### src/rtl/cnn_pkg.sv
// Shared CNN classifier types and default sizes.
// fc_argmax imports this package for its widths and FSM state type.
package cnn_pkg;
  localparam int NUM_CLASSES = 10;
  localparam int ACC_W       = 38;
  localparam int IDX_W       = 4;

  typedef logic signed [ACC_W-1:0] score_t;
  typedef logic [IDX_W-1:0]        cls_idx_t;

  typedef enum logic [1:0] {
    IDLE = 2'd0,
    SCAN = 2'd1,
    DONE = 2'd2
  } fc_argmax_state_e;
endpackage

### src/rtl/fc_argmax.sv
// Argmax over the FC neuron scores: snapshot all scores once every neuron is done,
// then walk them one per cycle keeping the first strictly-largest entry.
module fc_argmax #(
  parameter int NUM_CLASSES = cnn_pkg::NUM_CLASSES,
  parameter int ACC_W       = cnn_pkg::ACC_W,
  parameter int IDX_W       = cnn_pkg::IDX_W
) (
  input  logic                         clk,
  input  logic                         rst_n,
  input  logic                         enable,
  input  logic [NUM_CLASSES*ACC_W-1:0] fc_in,
  input  logic [NUM_CLASSES-1:0]       done_fc,
  output logic [IDX_W-1:0]             class_idx,
  output logic [ACC_W-1:0]             max_val,
  output logic                         busy,
  output logic                         done_cls
);
  import cnn_pkg::*;

  localparam logic [IDX_W-1:0] LAST_IDX = IDX_W'(NUM_CLASSES - 1);

  fc_argmax_state_e        state;
  logic signed [ACC_W-1:0] scores [NUM_CLASSES];
  logic signed [ACC_W-1:0] best;
  logic [IDX_W-1:0]        best_idx;
  logic [IDX_W-1:0]        idx;

  logic signed [ACC_W-1:0] cur;
  logic signed [ACC_W-1:0] nxt_best;
  logic [IDX_W-1:0]        nxt_best_idx;

  // Strict > keeps the earlier index on ties.
  always_comb begin
    cur          = scores[idx];
    nxt_best     = best;
    nxt_best_idx = best_idx;
    if (cur > best) begin
      nxt_best     = cur;
      nxt_best_idx = idx;
    end
  end

  always_ff @(posedge clk) begin
    if (!rst_n) begin
      state     <= IDLE;
      class_idx <= '0;
      max_val   <= '0;
      busy      <= 1'b0;
      done_cls  <= 1'b0;
      best      <= '0;
      best_idx  <= '0;
      idx       <= '0;
      for (int k = 0; k < NUM_CLASSES; k++) scores[k] <= '0;
    end else if (!enable) begin
      state     <= IDLE;
      class_idx <= '0;
      max_val   <= '0;
      busy      <= 1'b0;
      done_cls  <= 1'b0;
    end else begin
      case (state)
        IDLE: begin
          if (&done_fc) begin
            for (int k = 0; k < NUM_CLASSES; k++) scores[k] <= fc_in[k*ACC_W +: ACC_W];
            best     <= fc_in[ACC_W-1:0];
            best_idx <= '0;
            idx      <= IDX_W'(1);
            busy     <= 1'b1;
            state    <= SCAN;
          end
        end
        SCAN: begin
          best     <= nxt_best;
          best_idx <= nxt_best_idx;
          idx      <= idx + 1'b1;
          if (idx == LAST_IDX) begin
            class_idx <= nxt_best_idx;
            max_val   <= nxt_best;
            done_cls  <= 1'b1;
            busy      <= 1'b0;
            state     <= DONE;
          end
        end
        DONE: ;
        default: state <= IDLE;
      endcase
    end
  end
endmodule

### config.mk
export PLATFORM = sky130hd
export DESIGN_NAME = fc_argmax
export DESIGN_NICKNAME = d
export VERILOG_FILES = /design/src/rtl/cnn_pkg.sv /design/src/rtl/fc_argmax.sv
export SDC_FILE = /design/constraint.sdc
export NUM_CORES = 1
export LEC_CHECK = 0
export CAP_MARGIN = 20
export CELL_PAD_IN_SITES_DETAIL_PLACEMENT = 0
export CELL_PAD_IN_SITES_GLOBAL_PLACEMENT = 1
export CORE_UTILIZATION = 45
export DETAILED_ROUTE_END_ITERATION = 8
export HOLD_SLACK_MARGIN = 0.02
export PLACE_DENSITY_LB_ADDON = 0.1
export SETUP_SLACK_MARGIN = 0.05
export SLEW_MARGIN = 30
export SYNTH_ARGS = -nofsm -noshare
export SYNTH_HDL_FRONTEND = slang
export SYNTH_SLANG_ARGS = --single-unit
### constraint.sdc
create_clock -name clk -period 28.6 [get_ports clk]
set_input_delay 8.58 -clock clk [delete_from_list [all_inputs] [get_ports clk]]
set_output_delay 8.58 -clock clk [all_outputs]
set_load 0.01 [all_outputs]
==> results.sh <==
export IMPL_synth_edf_count=380
export IMPL_irDropWorstVdd_mv=0.0412
export IMPL_cts_resized=0
export IMPL_power_frac_comb_pct=7.5
export IMPL_setup_slack_ns=15.99
export IMPL_fin_nets=2656
export IMPL_grt_setup_unrepaired="false"
export IMPL_antenna_found_initial=15
export IMPL_tightestPinTransition_ns=1.09
export IMPL_cts_clk_slew_worst_paths_ns=0.06
export IMPL_swShare_pct=21.8
export IMPL_drv_cap=0
export IMPL_io_buffers=436
export IMPL_drive_gt1_share_pct=10.6
export IMPL_synth_top_family_by_area="simple AND/OR/NAND/NOR gates"
export IMPL_setup_viol_count_final=0
export IMPL_worstPathCellList="clkdlybuf4s50_1, nand4b_1, nor4_2, buf_4, and2_0, buf_4, nand2b_4, buf_4, buf_6"
export IMPL_synth_main_ff_cell="edfxtp_1"
export IMPL_status="completed"
export IMPL_cts_root_buf="clkbuf_16"
export IMPL_required_ns=28.82
export IMPL_cp_slowest_stage_delay_ns=0.76
export IMPL_cp_end_kind="flop"
export IMPL_ys_ff_latch=476
export IMPL_num_fill_cells=4242
export IMPL_numCtsBuffers=50
export IMPL_power_density_mw_per_mm2=51.5
export IMPL_ant_nets=0
export IMPL_avgSynthCellArea_um2=12.2
export IMPL_reg2reg_slack_ns=21.78
export IMPL_synth_adder_area_share_pct=2.14
export IMPL_p_int_uw=1200
export IMPL_final_hold_violation_count=0
export IMPL_synth_xor_area_share_pct=0.0750
export IMPL_grt_pass1_wl_um=106000
export IMPL_fin_setup_tns_ns=0
export IMPL_cp_arrival_ns=12.83
export IMPL_ys_warn_count=0
export IMPL_path_buf_inv=5
export IMPL_syn_cell_area_mm2=0.0234
export IMPL_min_delay_path_class="flop to flop"
export IMPL_cp_common_cell="buf_4"
export IMPL_drt_iter0_drc=2486
export IMPL_dieArea_mm2=0.0528
export IMPL_period_share_pct=44.1
export IMPL_min_to="done_cls$_SDFFE_PN0P_"
export IMPL_ys_types=53
export IMPL_syn2layout_area_growth_pct=27.1
export IMPL_core_area_mm2=0.0513
export IMPL_skew_ns=0.0166
export IMPL_fin_hold_ws_ns=0.477
export IMPL_cts_tree="yes"
export IMPL_timing_fmax_mhz=79.3
export IMPL_hp_start="done_cls$_SDFFE_PN0P_"
export IMPL_die_y_um=230
export IMPL_slew_headroom_pct=27.1
export IMPL_crit_path_top_delay_cell="buf_4"
export IMPL_crit_fanout=116
export IMPL_critPathTopFamily="buffers and inverters"
export IMPL_first_pass_iters=6
export IMPL_viasPerCell=5.99
export IMPL_dp_hpwl_um=49600
export IMPL_r2r_cells=14
export IMPL_gp_congestion=0.908
export IMPL_wl_um=71800
export IMPL_placed_area_mm2=0.0281
export IMPL_die_x_um=230
export IMPL_worstReg2RegEnd="best[24]$_SDFFE_PN0P_"
export IMPL_clock_latency_ns=0.59
export IMPL_vias=17700
export IMPL_post_drt_wl_per_cell_um=24.4
export IMPL_drc=0
export IMPL_rows=83
export IMPL_pre_cts_slack_ns=15.16
export IMPL_synth_nets=2344
export IMPL_synth_area_mux_share_pct=9.71
export IMPL_postCtsHoldBufs=0
export IMPL_cts_setup_buffers=0
export IMPL_design_area_mm2=0.0297
export IMPL_sequentialPowerShare_pct=50.5
export IMPL_clockPowerShare_pct=42.0
export IMPL_clk_path_buf_depth=3
export IMPL_p_sw_uw=333
export IMPL_synth_compound_area_share_pct=10.2
export IMPL_synthSimpleGateAreaFrac_pct=15.9
export IMPL_cts_sinks=476
export IMPL_first_global_vias=17100
export IMPL_io_pins=437
export IMPL_holdPathStages=2
export IMPL_leakagePower_uw=0.0116
export IMPL_period_minus_slack_ns=12.61
export IMPL_htreeDepth=2
export IMPL_grtUsageTotal_pct=26.6
export IMPL_final_common_cell="clkdlybuf4s50_1"
export IMPL_syn_inst=1911
export IMPL_yosysSeqAreaShare_pct=57.1
export IMPL_path_class="primary input to flop"
export IMPL_grt_max_degree=269
export IMPL_final_cell_mix="436 x clkdlybuf4s50_1, 384 x and3_1, 380 x edfxtp_1"
export IMPL_initial_core_util_pct=45.5
export IMPL_worst_setup_path_start_kind="primary input"
export IMPL_overflow=0
export IMPL_async_reset_ff_share_pct=0
export IMPL_maxSlewViolCount=0
export IMPL_cp_depth=9
-- per-stage QoR --
| step | std cells | util [%] | total power [µW] |
|---|---|---|---|
| 2_1_floorplan | 1911 | - | 832 |
| 3_3_place_gp | 2851 | 54.7 | 899 |
| 3_5_place_dp | 2851 | 54.7 | 901 |
| 4_1_cts | 2943 | 57.8 | 1540 |
| 5_1_grt | 2948 | 57.9 | 1570 |
| 6_report | 2948 | 57.9 | 1530 |
-- state kept, by name, summed over array words and instances, names as in the netlist, named ones only --
| signal | flops |
|---|---|
| best_idx | 4 |
| scores | 380 |
| state | 2 |
| max_val | 38 |
| busy | 1 |
| idx | 4 |
| best | 38 |
| done_cls | 1 |
| class_idx | 4 |
-- synth_stat cells, types with 13 or more instances --
library cell	n	area, µm²
o21ai_0	60	300
nand4_1	34	213
and3_1	384	2400
o311ai_0	27	236
a41oi_1	25	219
a22o_1	38	333
a211oi_1	48	360
o211ai_1	16	120
mux2_2	38	428
inv_1	77	289
a21oi_1	38	190
nor4_1	26	163
a311oi_1	37	324
mux4_2	76	1710
buf_1	20	75.1
nor2_1	30	113
clkbuf_1	154	578
nand3_1	28	140
ha_1	40	500
nand2_1	131	492
edfxtp_1	380	11400
buf_2	24	120
dfxtp_1	96	1920
mux2i_1	13	130
-- worst min-delay path: cells and delay by family, from the launching register on --
family	cells	cell delay, ns
AND/OR/NAND/NOR	2	0.12
flip-flops	1	0.33
-- cells by family (layout without fill, tap and decap cells) --
logic type,after synthesis,after routing
and+or+nand+nor,661,661
other,0,5
AOI/OAI and AO/OA,322,322
DFF,476,476
muxes,127,127
buffers and inverters,283,635
adders and majority gates,40,40
xor gates and xnor gates,2,2
-- power by group through the flow --
stage	clock network (µW)	logic, µW	registers [µW]
2_1_floorplan	0	37.0	795
3_3_place_gp	0	114	785
3_5_place_dp	0	114	786
4_1_cts	652	115	772
5_1_grt	677	121	773
6_report	642	115	772
-- layout make-up --
class	count	area [µm²]	share of cell area (%)
Antenna cell	5	12.5	0.0421
Clock inverter	26	249	0.838
Tap cell	680	851	2.87
Inverter	77	289	0.973
Timing Repair Buffer	466	4610	15.5
Sequential cell	476	13300	44.9
Multi-Input combinational cell	1152	8980	30.3
Clock buffer	66	1350	4.55
-- worst max path at each step --
stage               start                          end  slack (ns)
6_report       done_fc[0]   scores[6][9]$_SDFFCE_PN0P_       15.99
5_1_grt        done_fc[2]  scores[6][11]$_SDFFCE_PN0P_       15.71
4_1_cts        done_fc[0]   scores[5][8]$_SDFFCE_PN0P_       15.77
3_5_place_dp   done_fc[0]  scores[7][11]$_SDFFCE_PN0P_       15.16
3_3_place_gp   done_fc[0]  scores[6][13]$_SDFFCE_PN0P_       15.24
2_1_floorplan  done_fc[2]                         flop        8.86
-- layer usage --
layer / routed length (µm) / track usage [%] / vias up / part of all wire (%)
met5: 63 / 0 / - / 0.088
met4: 1140 / 6.58 / 10 / 1.6
met3: 5540 / 4.14 / 78 / 7.7
met2: 33700 / 41.7 / 792 / 47
met1: 31400 / 38.6 / 8706 / 44
li1: - / - / 8069 / -
Note: power is estimated with default switching activity, not from simulation.
